**src/rtl/addsub64_stage.sv**
```systemverilog
`default_nettype none
// ============================================================================
// addsub64_stage / adder64_wrapper: two-deep valid/ready add/subtract pipeline
// Rev 1.0
// ============================================================================

module adder64_wrapper (
  input  logic [63:0] op1,
  input  logic [63:0] op2,
  input  logic        carry_in,
  output logic [63:0] sum,
  output logic        carry_out
);
  assign {carry_out, sum} = {1'b0, op1} + {1'b0, op2} + {64'd0, carry_in};
endmodule

module addsub64_stage #(
  parameter int TAG_W = 4
) (
  input  logic             clk,
  input  logic             rst,
  input  logic             in_valid,
  output logic             in_ready,
  input  logic [63:0]      in_op1,
  input  logic [63:0]      in_op2,
  input  logic             in_sub,
  input  logic             in_cin,
  input  logic [TAG_W-1:0] in_tag,
  output logic             out_valid,
  input  logic             out_ready,
  output logic [63:0]      out_result,
  output logic             out_carry,
  output logic             out_ovf,
  output logic             out_zero,
  output logic             out_neg,
  output logic [TAG_W-1:0] out_tag
);

  logic             s1_valid;
  logic [63:0]      s1_a;
  logic [63:0]      s1_b_eff;
  logic             s1_cin_eff;
  logic             s1_sub;
  logic [TAG_W-1:0] s1_tag;

  logic             s2_valid;
  logic [63:0]      s2_result;
  logic             s2_carry;
  logic             s2_ovf;
  logic             s2_zero;
  logic             s2_neg;
  logic [TAG_W-1:0] s2_tag;

  logic        s2_free;
  logic        s1_adv;
  logic        s1_load;
  logic [63:0] sum;
  logic        carry_out;

  assign s2_free  = ~s2_valid | out_ready;
  assign s1_adv   = s1_valid & s2_free;
  assign in_ready = ~s1_valid | s2_free;
  assign s1_load  = in_valid & in_ready;

  adder64_wrapper u_adder (
    .op1       (s1_a),
    .op2       (s1_b_eff),
    .carry_in  (s1_cin_eff),
    .sum       (sum),
    .carry_out (carry_out)
  );

  // Subtraction is A + ~B + ~bin, so borrow-out is the inverted carry-out.
  always_ff @(posedge clk) begin
    if (rst) begin
      s1_valid   <= 1'b0;
      s1_a       <= 64'd0;
      s1_b_eff   <= 64'd0;
      s1_cin_eff <= 1'b0;
      s1_sub     <= 1'b0;
      s1_tag     <= '0;
      s2_valid   <= 1'b0;
      s2_result  <= 64'd0;
      s2_carry   <= 1'b0;
      s2_ovf     <= 1'b0;
      s2_zero    <= 1'b1;
      s2_neg     <= 1'b0;
      s2_tag     <= '0;
    end else begin
      if (s1_load) begin
        s1_valid   <= 1'b1;
        s1_a       <= in_op1;
        s1_b_eff   <= in_sub ? ~in_op2 : in_op2;
        s1_cin_eff <= in_sub ? ~in_cin : in_cin;
        s1_sub     <= in_sub;
        s1_tag     <= in_tag;
      end else if (s1_adv) begin
        s1_valid   <= 1'b0;
      end

      if (s1_adv) begin
        s2_valid  <= 1'b1;
        s2_result <= sum;
        s2_carry  <= s1_sub ? ~carry_out : carry_out;
        s2_ovf    <= (s1_a[63] == s1_b_eff[63]) && (sum[63] != s1_a[63]);
        s2_zero   <= (sum == 64'd0);
        s2_neg    <= sum[63];
        s2_tag    <= s1_tag;
      end else if (out_ready) begin
        s2_valid  <= 1'b0;
      end
    end
  end

  assign out_valid  = s2_valid;
  assign out_result = s2_result;
  assign out_carry  = s2_carry;
  assign out_ovf    = s2_ovf;
  assign out_zero   = s2_zero;
  assign out_neg    = s2_neg;
  assign out_tag    = s2_tag;

endmodule
`default_nettype wire
```
**config.mk**
```make
export PLATFORM = sky130hd
export DESIGN_NAME = addsub64_stage
export DESIGN_NICKNAME = d
export VERILOG_FILES = /design/src/rtl/addsub64_stage.sv
export SDC_FILE = /design/constraint.sdc
export NUM_CORES = 1
export LEC_CHECK = 0
export BUFFER_PORTS_ARGS = -buffer_cell sky130_fd_sc_hd__buf_4
export CORE_MARGIN = 2
export CORE_UTILIZATION = 57
export CTS_CLUSTER_DIAMETER = 150
export DETAILED_ROUTE_END_ITERATION = 12
export GPL_ROUTABILITY_DRIVEN = 1
export GPL_TIMING_DRIVEN = 0
export PLACE_DENSITY = 0.9
export SLEW_MARGIN = 0
export SYNTH_ARGS = -nofsm -noshare
export SYNTH_HDL_FRONTEND = slang
export SYNTH_SLANG_ARGS = --single-unit
```
**constraint.sdc**
```tcl
create_clock -name clk -period 4.46 [get_ports clk]
set_clock_uncertainty 0.2 [all_clocks]
set_input_delay 0.223 -clock clk [delete_from_list [all_inputs] [get_ports clk]]
set_output_delay 0.223 -clock clk [all_outputs]
set_load 0.02 [all_outputs]
```
* After elaboration in Yosys (flattened, before gate mapping)
Index checks and enable logic that the tools add are counted.
Widths: inputs -> output; s select.
** Operators by class
- Multipliers :: 0
- Mux-type cells :: 7
- $lt $le $gt $ge :: 0
- Bitwise logic cells :: 9
- Reductions and logical operators :: 4
- $add $sub $neg :: 2
- Shift operators :: 0
- Divide/modulo/power cells :: 0
- Equal/unequal tests :: 2
** Operators with widths (number)
- $add 64x64->65 :: 1
- $add 65x1->65 :: 1
- $logic_not 64->1 :: 1
- $mux 64 :: 1
- $not 64->64 :: 1
- $mux 1 :: 6
- $not 1->1 :: 4
- $reduce_bool 2->1 :: 2
- $and 1x1->1 :: 2
- $or 1x1->1 :: 2
- $eq 1x1->1 :: 1
- $logic_and 1x1->1 :: 1
- $ne 1x1->1 :: 1
** Word-level totals
- Bits in latches :: 0
- Bits of input ports :: 138
- Flip-flop bits (word level) :: 208
- Output and inout port bits :: 74
- ROM bits :: 0
- Word-level logic and storage cells :: 37
- Memory bits (writable) :: 0
- Memories :: 0

* Longest topological paths before layout
Gate-level depths: netlist (run 1).
- Depth after elaboration :: 5
- Mapped depth :: 15
- Gate-level depth less buffers :: 15

* By module
A second synthesis (run 1) with hierarchy kept.
** Second synthesis, totals
- Cell total of the unflattened synthesis :: 1481
- Area, all modules :: 11931.4 sq um
** Modules (own cells, without submodules)
- addsub64_stage :: cells each 930, times used 1, seq. area each 4144.0 sq um, area each 8104.0 sq um
- adder64_wrapper :: cells each 551, times used 1, seq. area each 0.0 sq um, area each 3827.4 sq um

* Least setup slack after synthesis (run 1)
OpenSTA, ideal clock, no wires.
- Path type :: register -> register
- Start point :: register s1_a[0]
- End point :: register s2_zero, in the netlist out_zero
- Arrival time :: 3.417 ns
- Buffers on the path :: 0
- Slack :: 0.774 ns
- Clock period less this slack :: 3.686 ns
- Stages on the path, launching flop included :: 16
- Cells stage by stage :: dfxtp_1 inv_1 fa_1 inv_1 fa_1 a21o_1 a221o_1 nand4_1 a2111oi_4 o31ai_4 o31a_1 o21ai_2 a21oi_1 xnor2_1 or4b_1 o21ai_1
** Between the ends
- Longest elaborated chain between the ends :: 3
** Ends and longest elaborated chain
- start: declaration :: RTL line 40 : logic [63:0] s1_a;
- start signal: assignment :: RTL line 92 : s1_a <= in_op1;
- $add 64x64->65 :: RTL line 14 : assign {carry_out, sum} = {1'b0, op1} + {1'b0, op2} + {64'd0, carry_in};
- $add 65x1->65 :: RTL line 14
- $logic_not 64->1 :: RTL line 106 : s2_zero <= (sum == 64'd0);
- end signal: assignment :: RTL line 106
- end: declaration :: RTL line 50 : logic s2_zero;
No other way between the ends.
A chain may end at the register's enable or synchronous reset.

* Final worst setup path (run 1)
- Start point :: register s1_b_eff[0]
- End point :: register s2_zero, in the netlist out_zero
** Between the ends
- Longest elaborated chain between the ends :: 3
** Ends and longest elaborated chain
- start: declaration :: RTL line 41 : logic [63:0] s1_b_eff;
- start signal: assignment :: RTL line 93 : s1_b_eff <= in_sub ? ~in_op2 : in_op2;
- $add 64x64->65 :: RTL line 14
- $add 65x1->65 :: RTL line 14
- $logic_not 64->1 :: RTL line 106
No other way between the ends.

==> flow_summary_export.csv, run 1 <==
group,metric,value,unit
cells_and_area,layout-drive-gt1-share,13.8,%
timing,setup_viol,0,
yosys,synthFlopType,"dfxtp_1",
yosys,syn-cell-area,11900,um2
route,via_count,13400,
floorplan,ios,212,
placed_design,placed_cells,2024,
grt,grt_start_max_net_pins,14,
timing,worst_slew_pin_slew,1.27,ns
power,power_leakage,6.51,nW
grt,grt_pass1_vias,13100,
yosys,synth-edff-count,0,
timing,slew_viol_final,0,
worst_setup_path,ff2ff_setup_slack,0.08,ns
floorplan,floorplan.rows,52,
placed_design,hpwl,31400,um
timing,hold_viol_final,0,
power,p_seq_share,40.3,%
grt,grt_pass1_wl,70000,um
timing,fmax,228,MHz
worst_setup_path,regToRegEndpoint,"out_zero",
cells_and_area,final_util,77.9,%
route,ant_nets,0,
clock_network,clock-root-buffer,"clkbuf_16",
power,peakVddDrop,0.290,mV
hold_path,hold_end,"out_tag[1]",
placed_design,io_buffers,209,
yosys,synthCells,1545,
grt,antenna_found_initial,2,
outcome,status,"complete, no violations",
timing,slew_headroom,15.2,%
floorplan,initial_core_util,58.4,%
worst_setup_path,crit_type,"flip-flop to flip-flop",
yosys,syn_nets,1748,
placed_design,place_ws,0.116,ns
grt,grt_usage,40.6,%
route,vias_per_cell,6.09,
placed_design,gp_congestion,0.974,
power,p_switching,1.64,mW
clock_network,htreeDepth,1,
yosys,synth_seq_cells,207,
cells_and_area,instances_no_fill,2199,
clock_network,cts_tree,"yes",
worst_setup_path,r2r_cells,15,
worst_setup_path,critPathCaptureType,"flip-flop",
yosys,synthArstFlopShare,0,%
floorplan,die_h,148,um
cells_and_area,nNetsFinal,2118,
yosys,yosysUniqueCellTypes,68,
timing,fin_crit,4.38,ns
yosys,ys.warnings.count,0,
hold_path,min_from,"s1_tag[1]",
worst_setup_path,cp_max_fo,5,
clock_network,clock_sinks,207,
clock_network,clk_latency,0.53,ns
worst_setup_path,arrival,4.65,ns
hold_path,hold_path_class,"flip-flop to flip-flop",
route,wl_per_cell,20.9,um
route,drt_iter0_drc,1165,
grt,overflow,0,
power,p_per_area,323,nW/um2
route,routed_wl,46000,um
floorplan,core_area,20400,um2
timing,fin_crit_sh,98.2,%
yosys,ys_seq_area_share,34.9,%
power,power.internal,3.48,mW
worst_setup_path,start_kind,"flip-flop",
clock_network,post_cts_buffers,0,
worst_setup_path,rr_startpoint,"s1_b_eff[0]",
timing,tns,0,ns
cells_and_area,area_delta_synth_final,33.4,%
hold_path,holdPathStages,2,
power,swShare,32.0,%
clock_network,cts_max_path_buffers,3,
worst_setup_path,cp_data_required_time,4.73,ns
clock_network,clkTransAtPathRegs,0.06,ns
route,drc_errors,0,
flow_run,maxCapViolCount,0,
power,clkPwrFrac,34.5,%
timing,final.setup.worst_slack,0.0796,ns
yosys,avgSynthCellArea,7.69,um2
timing,rsz0062_at_grt,"false",
floorplan,die_w,148,um
power,pwr-share-comb,25.2,%
route,dr.pass1.iters,7,
clock_network,cts-buffers-inserted,23,
floorplan,dieArea,22000,um2
cells in the final DEF, fill, tap and decap left out, types with 8 or more instances in the layout:
cell type / synthesis / routed
nand2_1: 278 / 278
a21oi_1: 213 / 213
buf_4: 1 / 210
dfxtp_1: 207 / 207
nor2_1: 153 / 153
dlygate4sd3_1: 0 / 136
xnor2_1: 101 / 101
clkbuf_1: 93 / 100
a211oi_1: 73 / 73
ha_1: 63 / 63
o21ai_0: 52 / 52
nand4_1: 34 / 34
nor3_1: 26 / 26
a21o_1: 24 / 23
clkbuf_16: 0 / 23
inv_1: 21 / 21
o21bai_1: 18 / 18
xor2_1: 14 / 14
o21a_1: 12 / 12
nand3_1: 11 / 11
buf_1: 9 / 9
a31oi_1: 9 / 9
nor2b_1: 8 / 8
nand2b_1: 8 / 8
stage by stage:
stage / power [mW] / area (um2) / hold WS, ns
detailed placement: 3.22 / 13800 / 0.249
global route: 5.29 / 15900 / 0.283
CTS: 5.05 / 15800 / 0.257
floorplan: 2.80 / 11900 / 0.140
global placement: 3.19 / 13800 / 0.235
finish: 5.13 / 15900 / 0.262
synthesized netlist by cell type, drive strengths merged (21+ instances only):
cell type,count,area (um2)
a211oi,74,561
a21o,24,180
a21oi,214,1080
clkbuf,93,349
dfxtp,207,4140
ha,63,788
inv,21,78.8
nand2,278,1040
nand4,34,213
nor2,153,574
nor3,26,130
o21ai,56,284
xnor2,101,885
final cells by class:
class	count	area, um2
tap	270	338
clock buffer	32	629
antenna	1	2.50
sequential	207	4140
fill	1356	4510
inverter	21	78.8
timing repair buffer	345	2930
clock inverter	6	48.8
buffer	109	420
multi-input combinational	1208	7260
routing by layer:
layer / routed length [um] / GRT usage, % / vias up
li1: - / - / 6171
met1: 18600 / 52.5 / 6263
met2: 20800 / 66.3 / 799
met3: 4270 / 6.50 / 162
met4: 2380 / 19.4 / 2
met5: 13 / 0 / -
worst max path at each step:
stage | start | to | cells past startpoint
floorplan | s1_a[0] | out_zero | 15
global route | s1_b_eff[0] | out_zero | 15
detailed placement | s1_a[0] | out_zero | 13
global placement | s1_a[0] | out_zero | 13
finish | s1_b_eff[0] | out_zero | 15
CTS | s1_a[0] | out_zero | 13
repair_timing:
item / 4_1_cts / 5_1_grt
hold buffers: 136 / 0
endpoints found under the setup margin: 0 / 3
resized for setup: 0 / 4
hold endpoints to repair: 135 / 0
logic make-up (layout without fill, tap and decap cells):
family / after synthesis / after routing / share of synthesized area [%]
compound gates: 462 / 462 / 24.4
buf+inv: 130 / 513 / 4.20
other cells: 0 / 1 / 0
simple gates: 562 / 562 / 20.7
xor+xnor: 116 / 116 / 8.61
mux: 3 / 3 / 0.253
fa+ha+maj: 65 / 65 / 6.97
flops: 207 / 207 / 34.9
worst max-delay path, stage by stage, from the launching register on:
cell	delay, ns
dfxtp_1	0.30
inv_1	0.09
fa_1	0.22
inv_1	0.07
fa_1	0.41
a21o_1	0.23
a221o_1	0.40
a21o_2	0.31
a31o_4	0.27
a21oi_1	0.17
xnor2_1	0.29
nand4b_1	0.28
or4_1	0.50
nor4_2	0.29
nand4b_1	0.17
o21ai_1	0.13
flip-flops by register name, indices dropped and copies added (netlist names):
name        flops
s1_tag          4
s1_a           64
s1_sub          1
out_tag         4
s1_b_eff       64
out_zero        1
out_result     64
out_carry       1
s1_valid        1
out_ovf         1
out_valid       1
s1_cin_eff      1
power groups by stage:
stage                     clock, mW  combinational (mW)  sequential (mW)
after floorplan                   0               0.686             2.11
final                          1.77                1.29             2.06
after global placement            0                1.10             2.09
after CTS                      1.77                1.23             2.06
after global routing           1.84                1.38             2.07
after detailed placement          0                1.12             2.10
Power figures use the tool's default switching activity.
==> run 2: changes to the inputs <==
Settings changed: CELL_PAD_IN_SITES_DETAIL_PLACEMENT from default to 1, CELL_PAD_IN_SITES_GLOBAL_PLACEMENT from default to 2, CORE_UTILIZATION 57 to 32, PLACE_DENSITY 0.9 to 0.89.
==> run 2 against run 1 <==
Clock power rose by 16%; utilization down 33 points; first-iteration DRC count down 39%; total power rose by 5.4%; critical path depth unchanged; non-clock buffer count is 7 higher; final cell count up 9.6%; register-to-register slack better by 0.09 ns; sequential cell count stayed put; hold slack got worse by 0.024 ns.
==> flow_summary_export.csv, run 2 (synthesis gave the netlist of run 1 again) <==
group,metric,value,unit
cells_and_area,final_common_cell,"nand2_1",
clock_network,clk_latency,0.55,ns
power,p_switching,1.72,mW
floorplan,dieArea,38700,um2
timing,slew_headroom,8.79,%
power,swShare,31.8,%
placed_design,gp_congestion,0.920,
floorplan,core_area,36600,um2
cells_and_area,nNetsFinal,2127,
cells_and_area,final_util,44.6,%
timing,hold_viol_final,0,
route,dr.pass1.iters,5,
floorplan,die_w,197,um
hold_path,hold_path_class,"input port to flip-flop",
cells_and_area,final_cell_area,16300,um2
route,ant_nets,0,
clock_network,cts_max_path_buffers,3,
power,power,5.40,mW
route,routed_wl,48800,um
floorplan,die_h,197,um
cells_and_area,final_cell_mix,"nand2_1 (278), buf_4 (216), a21oi_1 (213)",
hold_path,holdPathStages,4,
clock_network,clkTransAtPathRegs,0.06,ns
timing,fmax,233,MHz
worst_setup_path,start_kind,"flip-flop",
floorplan,floorplan.rows,70,
power,p_seq_share,38.1,%
cells_and_area,n_fill_cell,4467,
route,wl_per_cell,20.2,um
worst_setup_path,critPathCaptureType,"flip-flop",
power,clkPwrFrac,37.9,%
clock_network,cts-buffers-inserted,25,
grt,grt_pass1_vias,13200,
placed_design,placed_area,14000,um2
power,p_per_area,331,nW/um2
route,vias_per_cell,5.22,
route,drt_iter0_drc,709,
cells_and_area,n_antenna_cell,0,
timing,slew_viol_final,0,
clock_network,cts_tree,"yes",
placed_design,placed_cells,2222,
power,power_leakage,6.62,nW
clock_network,htreeDepth,1,
clock_network,clock_sinks,207,
route,drc_errors,0,
worst_setup_path,crit_type,"flip-flop to flip-flop",
power,pwr-share-comb,24.0,%
timing,fin_crit,4.29,ns
power,peakVddDrop,0.287,mV
grt,overflow,0,
hold_path,hold_end,"s1_b_eff[7]",
grt,grt_usage,25.0,%
worst_setup_path,arrival,4.58,ns
outcome,status,"complete, no violations",
cells_and_area,multiInputGateArea,7290,um2
worst_setup_path,cp_data_required_time,4.75,ns
placed_design,hpwl,37300,um
cells_and_area,instances_no_fill,2410,
cells_and_area,area_delta_synth_final,37.4,%
hold_path,min_from,"in_sub",
cells_and_area,seqCellArea,4140,um2
worst_setup_path,regToRegEndpoint,"out_zero",
timing,worst_slew_pin_slew,1.37,ns
worst_setup_path,ff2ff_setup_slack,0.17,ns
worst_setup_path,rr_startpoint,"s1_a[0]",
grt,grt_start_max_net_pins,14,
floorplan,ios,212,
timing,final.setup.worst_slack,0.166,ns
worst_setup_path,r2r_cells,15,
grt,antenna_found_initial,3,
timing,fin_crit_sh,96.3,%
timing,holdWs,0.237,ns
grt,grt_pass1_wl,75700,um
route,via_count,12600,
timing,setup_viol,0,
placed_design,io_buffers,209,
cells_and_area,layout-drive-gt1-share,14.7,%
timing,tns,0,ns
floorplan,initial_core_util,32.5,%
power,power.internal,3.68,mW
clock_network,clock-root-buffer,"clkbuf_16",
worst_setup_path,cp_max_fo,5,
placed_design,place_ws,-0.101,ns
flow_run,maxCapViolCount,0,
==> run 2: what timing repair did <==
item                                    in CTS  in global routing
pin swaps                                    1                  6
endpoints found under the setup margin       1                  4
gates cloned                                 0                  0
buffers inserted                             0                  7
hold endpoints to repair                   135                  0
hold buffers                               136                  0
resized for setup                            2                  8
==> run 2: how the worst max path moves through the flow <==
stage                 start  endpoint  slack [ns]  cells past startpoint
floorplan           s1_a[0]  out_zero        0.77                     15
global placement    s1_a[0]  out_zero      -0.006                     15
detailed placement  s1_a[0]  out_zero       -0.10                     15
CTS                 s1_a[0]  out_zero        0.01                     13
global route        s1_a[0]  out_zero      -0.007                     16
finish              s1_a[0]  out_zero        0.17                     15
==> run 2: critical path: stages, from the launching register on <==
cell	delay, ns
dfxtp_1	0.32
inv_1	0.08
fa_2	0.22
inv_1	0.05
fa_2	0.35
a21o_1	0.21
a221o_1	0.35
a21o_1	0.31
a31o_4	0.30
xor2_1	0.19
nor4_1	0.31
nand4b_1	0.21
or4_1	0.52
nor4_2	0.28
nand4b_1	0.17
o21ai_1	0.15
==> run 2: routing by layer <==
metal | track usage (%) | part of all wire, % | up-vias
met5 | 0 | 0 | -
met4 | 5.04 | 2.0 | 0
met3 | 2.16 | 3.9 | 53
met2 | 43.1 | 47 | 269
met1 | 34.3 | 47 | 6088
li1 | - | - | 6180
==> run 2: cell type report <==
type | count | area share [%]
Buffer | 109 | 2.57
Clock buffer | 35 | 4.37
Clock inverter | 10 | 0.659
Inverter | 21 | 0.483
Multi-Input combinational cell | 1208 | 44.6
Sequential cell | 207 | 25.4
Tap cell | 468 | 3.59
Timing Repair Buffer | 352 | 18.3
==> run 2: power by group through the flow <==
| stage | Clock, mW | Combinational (mW) | Sequential (mW) |
|---|---|---|---|
| 5_1_grt | 2.17 | 1.42 | 2.07 |
| 3_3_place_gp | 0 | 1.16 | 2.09 |
| 6_report | 2.05 | 1.30 | 2.06 |
| 2_1_floorplan | 0 | 0.686 | 2.11 |
| 3_5_place_dp | 0 | 1.18 | 2.10 |
| 4_1_cts | 2.09 | 1.28 | 2.06 |
